===== config.mk =====
export PLATFORM = sky130hd
export DESIGN_NAME = fp_addsub_wb_queue
export DESIGN_NICKNAME = d
export VERILOG_FILES = /design/src/rtl/fp_addsub_wb_queue_pkg.sv /design/src/rtl/fp_addsub_wb_queue_fifo.sv /design/src/rtl/fp_addsub_wb_queue.sv
export SDC_FILE = /design/constraint.sdc
export NUM_CORES = 1
export LEC_CHECK = 0
export BUFFER_PORTS_ARGS = -buffer_cell sky130_fd_sc_hd__buf_2
export CAP_MARGIN = 20
export CORE_ASPECT_RATIO = 0.5
export CORE_UTILIZATION = 30
export CTS_CLUSTER_SIZE = 10
export DETAILED_ROUTE_END_ITERATION = 12
export GPL_ROUTABILITY_DRIVEN = 0
export PLACE_DENSITY = 0.58
export SYNTH_ARGS = -nofsm -noshare
export SYNTH_HDL_FRONTEND = slang
export SYNTH_SLANG_ARGS = --single-unit

===== constraint.sdc =====
create_clock -name clk -period 2.97 [get_ports clk]
set_input_delay 0.297 -clock clk [delete_from_list [all_inputs] [get_ports clk]]
set_output_delay 0.297 -clock clk [all_outputs]
set_load 0.1 [all_outputs]

===== src/rtl/fp_addsub_wb_queue_pkg.sv =====
`default_nettype none
// ============================================================================
// Module  : fp_addsub_wb_queue_pkg
// Purpose : Shared definitions for the FP add/sub writeback queue: default
//           queue depth, result width, register-index width and the layout
//           of one queued writeback entry.
// Ports   : none (package)
// Revision: 1.0 - initial release
// ============================================================================
package fp_addsub_wb_queue_pkg;

    localparam int FP_ADDSUB_WBQ_DEPTH = 4;
    localparam int FP_WB_DATA_W        = 32;
    localparam int FP_RD_W             = 5;

    // One completed add/sub result waiting for the writeback arbiter.
    // Storage packs the fields in this same order (data in the MSBs).
    typedef struct packed {
        logic [FP_WB_DATA_W-1:0] data;
        logic [FP_RD_W-1:0]      rd;
        logic                    reg_write;
        logic                    fp_reg_write;
    } fp_wb_entry_t;

endpackage : fp_addsub_wb_queue_pkg
`default_nettype wire


===== src/rtl/fp_addsub_wb_queue_fifo.sv =====
`default_nettype none
// ============================================================================
// Module  : fp_addsub_wb_queue_fifo
// Purpose : Generic pointer/count FIFO used as the writeback result store.
//           Supports simultaneous push and pop in any state (including full
//           and empty), a synchronous flush, and exposes the low SLOT_W bits
//           of every slot plus a per-slot occupancy mask.
// Ports   : clk, rst (async, active-high)
//           flush_i        - drop all entries at the next edge
//           push_i/wdata_i - write one entry
//           pop_i          - retire the head entry
//           head_o         - head slot contents (valid only when count_o!=0)
//           count_o        - occupied entries
//           slots_o        - low SLOT_W bits of each slot, slot i at [i*SLOT_W]
//           slot_valid_o   - slot i currently holds a queued entry
// Revision: 1.0 - initial release
// ============================================================================
module fp_addsub_wb_queue_fifo
    import fp_addsub_wb_queue_pkg::*;
#(
    parameter int DEPTH  = FP_ADDSUB_WBQ_DEPTH,
    parameter int WIDTH  = 39,
    parameter int SLOT_W = 7
) (
    input  logic                      clk,
    input  logic                      rst,
    input  logic                      flush_i,
    input  logic                      push_i,
    input  logic [WIDTH-1:0]          wdata_i,
    input  logic                      pop_i,
    output logic [WIDTH-1:0]          head_o,
    output logic [$clog2(DEPTH):0]    count_o,
    output logic [DEPTH*SLOT_W-1:0]   slots_o,
    output logic [DEPTH-1:0]          slot_valid_o
);

    localparam int c_PTR_W = $clog2(DEPTH);
    localparam int c_CNT_W = c_PTR_W + 1;

    logic [WIDTH-1:0]   mem_q [DEPTH];
    logic [c_PTR_W-1:0] wr_ptr_q, wr_ptr_d;
    logic [c_PTR_W-1:0] rd_ptr_q, rd_ptr_d;
    logic [c_CNT_W-1:0] count_q,  count_d;

    logic w_full;
    logic w_empty;
    logic w_do_push;
    logic w_do_pop;

    assign w_full    = (count_q == c_CNT_W'(DEPTH));
    assign w_empty   = (count_q == '0);
    assign w_do_pop  = pop_i & ~w_empty;
    // A pop in the same cycle frees the slot the push is about to use.
    assign w_do_push = push_i & (~w_full | w_do_pop);

    always_comb begin
        wr_ptr_d = wr_ptr_q;
        rd_ptr_d = rd_ptr_q;
        count_d  = count_q;
        if (flush_i) begin
            wr_ptr_d = '0;
            rd_ptr_d = '0;
            count_d  = '0;
        end else begin
            if (w_do_push) begin
                wr_ptr_d = wr_ptr_q + c_PTR_W'(1);
            end
            if (w_do_pop) begin
                rd_ptr_d = rd_ptr_q + c_PTR_W'(1);
            end
            if (w_do_push && !w_do_pop) begin
                count_d = count_q + c_CNT_W'(1);
            end else if (!w_do_push && w_do_pop) begin
                count_d = count_q - c_CNT_W'(1);
            end
        end
    end

    always_ff @(posedge clk or posedge rst) begin
        if (rst) begin
            wr_ptr_q <= '0;
            rd_ptr_q <= '0;
            count_q  <= '0;
        end else begin
            wr_ptr_q <= wr_ptr_d;
            rd_ptr_q <= rd_ptr_d;
            count_q  <= count_d;
        end
    end

    // Payload storage carries no reset; occupancy is tracked by the pointers.
    always_ff @(posedge clk) begin
        if (w_do_push && !flush_i) begin
            mem_q[wr_ptr_q] <= wdata_i;
        end
    end

    assign head_o  = mem_q[rd_ptr_q];
    assign count_o = count_q;

    for (genvar i = 0; i < DEPTH; i++) begin : g_slot
        localparam logic [c_PTR_W-1:0] c_IDX = c_PTR_W'(i);
        logic [c_PTR_W-1:0] w_off;

        // Distance from the head, modulo DEPTH; occupied if inside the window.
        assign w_off           = c_IDX - rd_ptr_q;
        assign slot_valid_o[i] = ({1'b0, w_off} < count_q);
        assign slots_o[i*SLOT_W +: SLOT_W] = mem_q[i][SLOT_W-1:0];
    end

endmodule : fp_addsub_wb_queue_fifo
`default_nettype wire


===== src/rtl/fp_addsub_wb_queue.sv =====
`default_nettype none
// ============================================================================
// Module  : fp_addsub_wb_queue
// Purpose : Result buffer between the pipelined FP add/sub unit and the
//           writeback arbiter. Captures each completed result into a small
//           FIFO, offers the head over valid/ready, throttles the unit's
//           pipeline enable so no result is dropped or captured twice, and
//           publishes per-entry rd / write-enable vectors for hazard logic.
// Ports   : clk, rst (async, active-high), flush_i
//           res_*_i            - add/sub output stage (valid, data, rd, enables)
//           unit_en_o          - pipeline enable back to the add/sub unit
//           wb_*_o, wb_ready_i - head entry handshake toward writeback
//           q_rd_o             - rd of every slot, slot i at [i*5 +: 5]
//           q_reg_write_o      - per-slot integer write enable (occupied only)
//           q_fp_reg_write_o   - per-slot FP write enable (occupied only)
//           count_o            - occupied entries
// Revision: 1.0 - initial release
// ============================================================================
module fp_addsub_wb_queue
    import fp_addsub_wb_queue_pkg::*;
#(
    parameter int DEPTH  = FP_ADDSUB_WBQ_DEPTH,
    parameter int DATA_W = FP_WB_DATA_W
) (
    input  logic                       clk,
    input  logic                       rst,
    input  logic                       flush_i,
    input  logic                       res_valid_i,
    input  logic [DATA_W-1:0]          res_data_i,
    input  logic [FP_RD_W-1:0]         res_rd_i,
    input  logic                       res_reg_write_i,
    input  logic                       res_fp_reg_write_i,
    output logic                       unit_en_o,
    output logic                       wb_valid_o,
    output logic [DATA_W-1:0]          wb_data_o,
    output logic [FP_RD_W-1:0]         wb_rd_o,
    output logic                       wb_reg_write_o,
    output logic                       wb_fp_reg_write_o,
    input  logic                       wb_ready_i,
    output logic [FP_RD_W*DEPTH-1:0]   q_rd_o,
    output logic [DEPTH-1:0]           q_reg_write_o,
    output logic [DEPTH-1:0]           q_fp_reg_write_o,
    output logic [$clog2(DEPTH):0]     count_o
);

    localparam int c_CNT_W = $clog2(DEPTH) + 1;
    localparam int c_TAG_W = FP_RD_W + 2;
    localparam int c_ENT_W = DATA_W + c_TAG_W;

    logic                     en_q, en_d;
    logic                     w_push;
    logic                     w_pop;
    logic                     w_full;
    logic [c_CNT_W-1:0]       w_free;
    logic [c_ENT_W-1:0]       w_wdata;
    logic [c_ENT_W-1:0]       w_head;
    logic [DEPTH*c_TAG_W-1:0] w_tags;
    logic [DEPTH-1:0]         w_slot_valid;

    // en_q remembers whether the unit advanced at the last edge. If it was
    // frozen, the result on res_* is the one already captured, so it must
    // not be pushed again.
    assign w_push = res_valid_i & en_q;
    assign w_pop  = wb_valid_o & wb_ready_i;

    assign w_wdata = {res_data_i, res_rd_i, res_reg_write_i, res_fp_reg_write_i};

    fp_addsub_wb_queue_fifo #(
        .DEPTH  (DEPTH),
        .WIDTH  (c_ENT_W),
        .SLOT_W (c_TAG_W)
    ) u_fifo (
        .clk          (clk),
        .rst          (rst),
        .flush_i      (flush_i),
        .push_i       (w_push),
        .wdata_i      (w_wdata),
        .pop_i        (w_pop),
        .head_o       (w_head),
        .count_o      (count_o),
        .slots_o      (w_tags),
        .slot_valid_o (w_slot_valid)
    );

    assign wb_valid_o = (count_o != '0);
    assign w_full     = (count_o == c_CNT_W'(DEPTH));
    assign {wb_data_o, wb_rd_o, wb_reg_write_o, wb_fp_reg_write_o} = w_head;

    // Keep one slot in reserve for the result the unit may deliver at the
    // next edge. Pop is left out on purpose so wb_ready_i never reaches
    // unit_en_o combinationally; flush is left out for the same reason.
    assign w_free    = c_CNT_W'(DEPTH) - count_o;
    assign unit_en_o = (w_free >= c_CNT_W'(2)) |
                       ((w_free == c_CNT_W'(1)) & ~w_push);

    assign en_d = unit_en_o;

    always_ff @(posedge clk or posedge rst) begin
        if (rst) begin
            en_q <= 1'b1;
        end else begin
            en_q <= en_d;
        end
    end

    for (genvar i = 0; i < DEPTH; i++) begin : g_haz
        assign q_rd_o[i*FP_RD_W +: FP_RD_W] = w_tags[i*c_TAG_W + 2 +: FP_RD_W];
        assign q_reg_write_o[i]    = w_tags[i*c_TAG_W + 1] & w_slot_valid[i];
        assign q_fp_reg_write_o[i] = w_tags[i*c_TAG_W]     & w_slot_valid[i];
    end

    a_no_push_when_full : assert property (
        @(posedge clk) disable iff (rst) !(w_push && w_full && !w_pop)
    );

endmodule : fp_addsub_wb_queue
`default_nettype wire


# --- Word level (Yosys, flattened, before mapping) ---
# Memory sizes are Yosys's and may differ from the RTL's.
# Index checks and enable logic that the tools add are counted.
totals:
  mem_bits_ro: 0
  elab_cells: 59
  out_inout_bits: 72
  n_memories: 1
  latchBits: 0
  in_bits: 44
  ramBits: 156
  reg_bits: 8
memory_table:
  columns: ["memory", "words", "width", "rd", "rd_clocked_by_memory_dff", "write_ports", "line", "text"]
  rows:
  - ["u_fifo.mem_q", 4, 39, 5, 0, 1, "fp_addsub_wb_queue_fifo.sv:40", "logic [WIDTH-1:0] mem_q [DEPTH];"]
op_classes:
  n_lt_le_gt_ge: 5
  div_mod_pow: 0
  n_addsub: 9
  mux: 9
  reduce_logical: 11
  shifts: 0
  multipliers: 0
  n_bitwise: 18
  eq_ne: 2
op_table:
  columns: ["op", "count"]
  rows:
  - ["bitwise AND 1 bit", 13]
  - ["< comparator 2 x 3 -> 1 bit", 4]
  - ["2-to-1 mux 3 bit", 3]
  - ["2-to-1 mux 2 bit", 4]
  - ["nonzero test 3 bit", 2]
  - ["adder 2 x 1 -> 2 bit, second input constant", 2]
  - ["nonzero test 2 bit", 2]
  - ["subtractor 1 x 2 -> 2 bit, first input constant", 2]
  - ["subtractor 2 bit, first input constant", 2]
  - ["adder 3 x 1 -> 3 bit, second input constant", 1]
  - ["equality test 3 x 1 -> 1 bit, second input constant", 1]
  - ["equality test 3 bit, second input constant", 1]
  - [">= comparator 3 x 2 -> 1 bit, second input constant", 1]
  - ["logical AND 1 bit", 3]
  - ["zero test 1 bit", 3]
  - ["zero test 3 bit", 1]
  - ["NOT 1 bit", 3]
  - ["subtractor 3 x 1 -> 3 bit, second input constant", 1]
  - ["subtractor 3 bit, first input constant", 1]
  - ["2-to-1 mux 1 bit", 2]
  - ["OR 1 bit", 2]

# --- Longest topological paths before layout ---
# Gate-level depths: netlist (run 1).
depth:
  word_depth: 10
  depth_mapped: 9
  ltp_nobuf: 9

# --- By module ---
# Synthesis (run 1) repeated with hierarchy kept, for this count alone.
unflattened:
  cells_unflattened: 335
  hier_area_um2: 6703.9
modules_own_cells:
  columns: ["mod", "area_per_inst_um2", "seq_area_each_um2", "cells_per_inst", "n_inst"]
  rows:
  - ["fp_addsub_wb_queue_fifo", 6523.8, 4859.7, 312, 1]
  - ["fp_addsub_wb_queue", 180.2, 26.3, 23, 1]

# --- Worst setup path before layout (run 1) ---
# OpenSTA, ideal clock, no wires.
synth_path:
  path_kind: "register to register"
  from: "register u_fifo.count_q[1] (netlist: u_fifo.count_o[1])"
  to: "memory u_fifo.mem_q[0][0] (enable)"
  period_less_slack_ns: 3.669
  setup_ns: 0.400
  path_stages_with_launch: 8
  t_arrival_ns: 3.269
  slack_ns: -0.699
  t_required_ns: 2.570
  path_buffers: 0
  cell_sequence: "dfrtp_1 -> inv_1 -> ha_1 -> ha_1 -> nand2b_4 -> a21oi_2 -> and2b_1 -> and2_1"
synth_via:
  elab_chain_cells: 8
  elab_cells_between_ends: 12
  classes_between: "1 x eq/ne; 2 x mux; 6 x bitwise; 3 x reduce/logical"
synth_rtl:
  columns: ["item", "line", "text"]
  rows:
  - ["from (decl)", "fp_addsub_wb_queue_fifo.sv:43", "logic [c_CNT_W-1:0] count_q, count_d;"]
  - ["from (signal assigned)", "fp_addsub_wb_queue_fifo.sv:87", "count_q <= count_d;"]
  - ["nonzero test 3 bit or zero test 3 bit (tied branches)", "fp_addsub_wb_queue.sv:85, fp_addsub_wb_queue_fifo.sv:51", null]
  - ["bitwise AND 1 bit or NOT 1 bit (tied branches)", "fp_addsub_wb_queue.sv:64, fp_addsub_wb_queue_fifo.sv:52", null]
  - ["bitwise AND 1 bit", "fp_addsub_wb_queue_fifo.sv:52", "assign w_do_pop = pop_i & ~w_empty;"]
  - ["OR 1 bit *", "fp_addsub_wb_queue_fifo.sv:54", "assign w_do_push = push_i & (~w_full | w_do_pop);"]
  - ["bitwise AND 1 bit *", "fp_addsub_wb_queue_fifo.sv:54", null]
  - ["logical AND 1 bit *", "fp_addsub_wb_queue_fifo.sv:93", "if (w_do_push && !flush_i) begin"]
  - ["2-to-1 mux 1 bit *", "fp_addsub_wb_queue_fifo.sv:93", null]
  - ["2-to-1 mux 1 bit (not written as such) *", "fp_addsub_wb_queue_fifo.sv:94", "mem_q[wr_ptr_q] <= wdata_i;"]
  - ["to (decl)", "fp_addsub_wb_queue_fifo.sv:40", null]
# Every way passes the cells marked *; elsewhere a longest branch is shown, timed or not.

# --- Final worst setup path (run 1) ---
layout_path:
  from: "register u_fifo.rd_ptr_q[0]"
  to: "output wb_data_o[24]"
layout_via:
  elab_chain_cells: 1
layout_rtl:
  columns: ["item", "line", "text"]
  rows:
  - ["from (decl)", "fp_addsub_wb_queue_fifo.sv:42", "logic [c_PTR_W-1:0] rd_ptr_q, rd_ptr_d;"]
  - ["from (signal assigned)", "fp_addsub_wb_queue_fifo.sv:86", "rd_ptr_q <= rd_ptr_d;"]
  - ["memory read (4 x 39 bit)", null, null]
  - ["to (decl)", "fp_addsub_wb_queue.sv:35", "output logic [DATA_W-1:0] wb_data_o,"]
# No other way between the ends.

==> results.cfg, run 1 <==
[status]
outcome = finished clean

[critical_path]
cp.arrival_ns = 2.40
critical-path-max-stage-delay_ns = 0.68
worst-endpoint-required_ns = 2.67
critical_path.startpoint = u_fifo.rd_ptr_q[0]$_DFFE_PP0P_
r2r-end = u_fifo.count_o[2]$_DFFE_PP0P_
path_max_fanout = 22
path_cells = buf_4 > mux4_2 > buf_2
worstReg2RegStart = u_fifo.count_o[1]$_DFFE_PP0P_
critPathLaunchType = flop
worst_r2r_path_depth = 9
reg2reg_setup_slack_ns = 0.56
timing.critical_path.to_type = primary output
timing_worst_setup_path_type = reg -> out
worst_path_max_delay_cell = dfrtp_4

[layout]
nNetsFinal = 483
drive_above_1_share_pct = 48.4
fillers = 1964
n_antenna_cell = 0
syn_to_final_growth_pct = 22.1
post-route-util_pct = 38.2

[synth]
post_synth_fa_ha_maj_area_fraction_pct = 2.78
synth_xor_area_share_pct = 0.666
synth_cells = 309
syn-num-nets = 367
synth_top_family_by_area = multiplexers
synth_area_per_cell_um2 = 21.3
yosys-top-cells-area = edfxtp_1, mux4_2, dfrtp_1, ha_1, buf_4
synth.mux.area_fraction_pct = 13.9
synth-seq-area-share_pct = 74.3
synth_largest_type_area_fraction_pct = 71.2
synth_warnings = 0
compound_gate_fraction_of_synth_area_pct = 0.913
synth_top_area_cell = edfxtp_1
synthesis.area_um2 = 6580
ys_ff_latch = 164
synthesized_area_fraction_occupied_by_and_or_nand_nor_cells_pct = 3.00
yosys.cell_types.count = 35

[sta]
finalSetupViolCount = 0
hold_slack_ns = 0.0928
clock_skew_ns = 0.00584
layout_worst_path_cycle_share_pct = 90.8
maxSlewHeadroom_pct = 59.7
fmax_ghz = 0.371
max_slew.worst_pin.slew_ns = 0.605
setup_repair_after_global_routing_missed_its_margin = no
final_max_slew_viol_count = 0
post-route-min-period_ns = 2.70
timing_hold_violations_final = 0

[route]
drt-wirelength-per-cell_um = 17.5
postRouteAntennaNets = 0
route.detailed.vias_per_inst = 4.32
totalWireLength_um = 12800
drcViolationCount = 0
first_iter_violations = 160
drt_pre_antenna_iters = 5
num_vias = 3154

[clock_network]
cts_buf_count = 17
worst_setup_hold_path_clk_slew_ns = 0.07
cts.sinks = 164
ctsRootBufferMaster = clkbuf_16
cts_tree = built
ctsLongestPathBuffers = 2
cts-htree-levels = 4
post_cts_resize_count = 0
insertion_delay_ns = 0.42

[worst_hold_path]
min_from = res_data_i[9]
hold_class = in -> reg
min_to = u_fifo.mem_q[3][16]$_DFFE_PP_
whs_path_depth = 1

[die]
dieArea_um2 = 22600
ioPinCount = 116
initial_core_util_pct = 31.3
die_height_um = 107
die_w_um = 211
fp-row-count = 37
area_of_the_core_um2 = 21000

[placed_design]
buffer_ports.inserted = 115
place.detailed.hpwl_um = 8130

[global_routing]
grt.met1_usage_pct = 15.4
grt_antenna_before_repair = 0
groute.layer.met3.usage_pct = 3.13
grtUsageTotal_pct = 12.1
first_global_vias = 3439
global_route_wire_length_before_repair_um = 19700
grt_remaining_overflow = 0
globalRoute.busiestLayer = met2
grt_start_max_net_pins = 38
use_met2_pct = 20.1

[job]
maxCapViolCount = 0
[worst max path at each step]
stage	to	slack, ns	cells past startpoint
after global routing	wb_data_o[24]	0.10	3
after CTS	wb_data_o[23]	0.17	3
after floorplan	q_fp_reg_write_o[0]	-0.15	5
after detailed placement	u_fifo.mem_q[1][37]$_DFFE_PP_	0.58	8
final	wb_data_o[24]	0.27	3
after global placement	u_fifo.mem_q[1][6]$_DFFE_PP_	0.59	8
[flip-flops by register name, indices dropped and copies added (netlist names)]
name             flops
en_q                 1
u_fifo.count_o       3
u_fifo.mem_q       156
u_fifo.rd_ptr_q      2
u_fifo.wr_ptr_q      2
[layout make-up]
cell class | instances | area (µm²) | share of cell area, %
repair buffers | 128 | 756 | 9.41
well taps | 292 | 365 | 4.55
clock buffers | 17 | 425 | 5.30
inverters | 9 | 33.8 | 0.421
flip-flops and latches | 164 | 4890 | 60.9
multi-input cells | 105 | 1400 | 17.5
clock inverters | 15 | 155 | 1.93
[what timing repair did]
action | 4_1_cts | 5_1_grt
hold buffers | 1 | 0
buffers inserted | 0 | 0
hold endpoints to repair | 7 | 0
[synthesized netlist by cell type, drive strengths merged]
cell	instances
inv	9
and2	8
mux2i	1
nand3	1
nor2	11
nor4	1
buf	30
nor2b	5
fa	1
dfrtp	7
mux4	39
a31oi	1
xor2	1
edfxtp	156
and3b	1
nand2	4
and2b	1
ha	13
nor3	1
clkbuf	1
a21boi	1
nand2b	2
dfstp	1
a21oi	4
o31ai	1
o21ai	2
mux2	2
xnor2	4
[critical path: cells and delay by family, from the launching register on]
family / cells / cell delay [ns]
multiplexers: 1 / 0.56
buffers and inverters: 2 / 0.72
flip-flops: 1 / 0.68
[routing by layer]
| layer | up-vias | routed length (µm) | share of wire [%] |
|---|---|---|---|
| li1 | 1440 | - | - |
| met1 | 1650 | 5760 | 45 |
| met2 | 54 | 6490 | 51 |
| met3 | 10 | 416 | 3.2 |
| met4 | 0 | 145 | 1.1 |
| met5 | - | 0 | 0 |
[placed cells by master, fill, tap and decap left out, types with 2 or more instances in the layout]
cell type  instances
a21oi_1            3
and2_1             4
and2_2             4
buf_12             6
buf_2            113
buf_4              8
clkbuf_16         17
clkinv_4           4
dfrtp_1            3
dfrtp_2            3
edfxtp_1         156
ha_1              13
inv_1              9
inv_6              2
inv_8              7
mux2_2             2
mux4_2            38
nand2_1            4
nor2_1            11
nor2b_1            4
o21ai_0            2
xnor2_1            4
[logic make-up (layout without fill, tap and decap cells)]
family,count (synthesis),count (layout)
muxes,42,42
xor gates and xnor gates,5,5
adders and majority gates,14,14
DFF,164,164
and+or+nand+nor,35,35
AOI/OAI and AO/OA,9,9
buffers and inverters,40,169
[per-stage QoR]
stage	setup WS (ns)	std cells	area [µm²]	setup TNS, ns
after CTS	0.165	730	8030	0
after floorplan	-0.150	309	6590	-0.601
after detailed placement	0.582	697	7440	0
after global placement	0.592	697	7440	0
after global routing	0.100	730	8030	0
final	0.272	730	8030	0
Power of run 1 is not shown: default switching activity piles up to over one toggle a cycle in this logic, so the estimate is an artifact.
==> run 2: changes to the inputs <==
--- a/config.mk
+++ b/config.mk
@@ -12,7 +12,7 @@
 export CTS_CLUSTER_SIZE = 10
 export DETAILED_ROUTE_END_ITERATION = 12
 export GPL_ROUTABILITY_DRIVEN = 0
-export PLACE_DENSITY = 0.58
+export PLACE_DENSITY = 0.56
 export SYNTH_ARGS = -nofsm -noshare
 export SYNTH_HDL_FRONTEND = slang
 export SYNTH_SLANG_ARGS = --single-unit
==> constraint.sdc (replaced) <==
create_clock -name clk -period 2.6 [get_ports clk]
set_input_delay 0.26 -clock clk [delete_from_list [all_inputs] [get_ports clk]]
set_output_delay 0.26 -clock clk [all_outputs]
set_load 0.1 [all_outputs]
==> results.cfg, run 2 (same netlist as run 1, synthesis figures left out) <==
[route]
drt-wirelength-per-cell_um = 17.6
drt_pre_antenna_iters = 4
first_iter_violations = 204
totalWireLength_um = 13000
postRouteAntennaNets = 0
drcViolationCount = 0
num_vias = 3127
route.detailed.vias_per_inst = 4.25

[sta]
clock_skew_ns = 0.0106
final_max_slew_viol_count = 0
maxSlewHeadroom_pct = 65.6
fmax_ghz = 0.406
layout_worst_path_cycle_share_pct = 94.8
timing_hold_violations_final = 0
max_slew.worst_pin.slew_ns = 0.519
setup_repair_after_global_routing_missed_its_margin = no
totalNegativeSetupSlack_ns = 0
finalSetupViolCount = 0
post-route-min-period_ns = 2.47

[layout]
layout_commonest_cell = edfxtp_1
nNetsFinal = 487
largest_register_ff_count = 156
syn_to_final_growth_pct = 24.6
register_containing_the_most_flip_flops_in_the_final_layout = u_fifo.mem_q
final_cell_mix = edfxtp_1, buf_2, mux4_2
drive_above_1_share_pct = 49.3
multiInputGateArea_um2 = 1420
final-seq-area_um2 = 4900
fillers = 1946

[die]
fp-row-count = 37
ioPinCount = 116
die_w_um = 211
die_height_um = 107
area_of_the_core_um2 = 21000
initial_core_util_pct = 31.3
dieArea_um2 = 22600

[critical_path]
cp.buffers_inverters = 3
critical-path-max-stage-delay_ns = 0.49
critPathLaunchType = flop
worst_r2r_path_depth = 9
worst_path_max_delay_cell = dfrtp_4
reg2reg_setup_slack_ns = 0.17
timing_worst_setup_path_type = reg -> out
worstReg2RegStart = u_fifo.count_o[0]$_DFFE_PP0P_
critical_path.top_delay_family = flip-flops
r2r-end = u_fifo.count_o[2]$_DFFE_PP0P_
worst-endpoint-required_ns = 2.34
timing.critical_path.to_type = primary output
path_cells = inv_1 > buf_4 > ha_1 > a21boi_0 > o21ai_0 > and2_1 > buf_12
cp.arrival_ns = 2.21
path_max_fanout = 6

[clock_network]
ctsLongestPathBuffers = 2
cts_tree = built
cts-htree-levels = 4
cts.sinks = 164
insertion_delay_ns = 0.42
cts_buf_count = 17
postCtsSetupBuffers = 0
ctsRootBufferMaster = clkbuf_16
worst_setup_hold_path_clk_slew_ns = 0.07

[global_routing]
grt_antenna_before_repair = 1
grtUsageTotal_pct = 12.2
grt_start_max_net_pins = 31
global_route_wire_length_before_repair_um = 19600
grt_remaining_overflow = 0
first_global_vias = 3339

[placed_design]
buffer_ports.inserted = 115
place.detailed.hpwl_um = 8680

[worst_hold_path]
min_to = u_fifo.mem_q[1][15]$_DFFE_PP_
min_from = res_data_i[8]
whs_path_depth = 1
hold_class = in -> reg

[job]
maxCapViolCount = 0

[status]
outcome = finished clean
[run 2: cell types whose count changed in the layout (fill, tap and decap cells not counted), moves of 3 or more]
cell	delta
buf_12	+8
clkinv_1	+3
and2_4	+4
and2_2	-4
nor2b_2	+4
clkinv_4	-3
inv_8	-6
buf_2	-6
nor2b_1	-4
[run 2: per-stage QoR]
stage	util, %	std cells	worst slack (ns)	cell area, µm²	hold WS [ns]
2_1_floorplan	-	309	0.0236	6610	0.0749
3_3_place_gp	36.2	701	0.179	7600	0.242
3_5_place_dp	36.2	701	0.193	7600	0.253
4_1_cts	39.0	734	0.0585	8190	0.0268
5_1_grt	39.0	734	0.00850	8200	0.0230
6_report	39.0	735	0.135	8200	0.0502
[run 2: cell type report]
cell class / instances / share of cell area, %
Multi-Input combinational cell: 105 / 17.3
Sequential cell: 164 / 59.8
Inverter: 9 / 0.412
Clock buffer: 17 / 5.19
Clock inverter: 15 / 1.85
Timing Repair Buffer: 132 / 11.0
Antenna cell: 1 / 0.0305
Tap cell: 292 / 4.46
[run 2: metal layers]
metal / part of all wire [%] / global-route usage, % / vias to the layer above / wire length [µm]
met3: 4.8 / 5.01 / 7 / 616
met5: 0 / 0 / - / 0
met2: 50 / 19.5 / 50 / 6490
met4: 0.83 / 3.57 / 0 / 108
li1: - / - / 1450 / -
met1: 44 / 15.2 / 1620 / 5740
[run 2: worst max-delay path by stage]
stage	cells after the start	start	slack, ns	to
final	7	u_fifo.count_o[1]$_DFFE_PP0P_	0.13	q_fp_reg_write_o[3]
after global routing	7	u_fifo.count_o[1]$_DFFE_PP0P_	0.008	q_reg_write_o[3]
after CTS	7	u_fifo.count_o[1]$_DFFE_PP0P_	0.06	q_reg_write_o[1]
after detailed placement	8	u_fifo.count_o[0]$_DFFE_PP0P_	0.19	u_fifo.mem_q[2][36]$_DFFE_PP_
after global placement	9	u_fifo.count_o[0]$_DFFE_PP0P_	0.18	u_fifo.count_o[2]$_DFFE_PP0P_
after floorplan	9	u_fifo.count_o[1]$_DFFE_PP0P_	0.02	u_fifo.count_o[2]$_DFFE_PP0P_
[run 2: what timing repair did]
item,4_1_cts,5_1_grt
hold buffers,1,0
hold endpoints to repair,7,0
resized for setup,0,2
endpoints found under the setup margin,0,2
Power of run 2 is left out for the same reason.
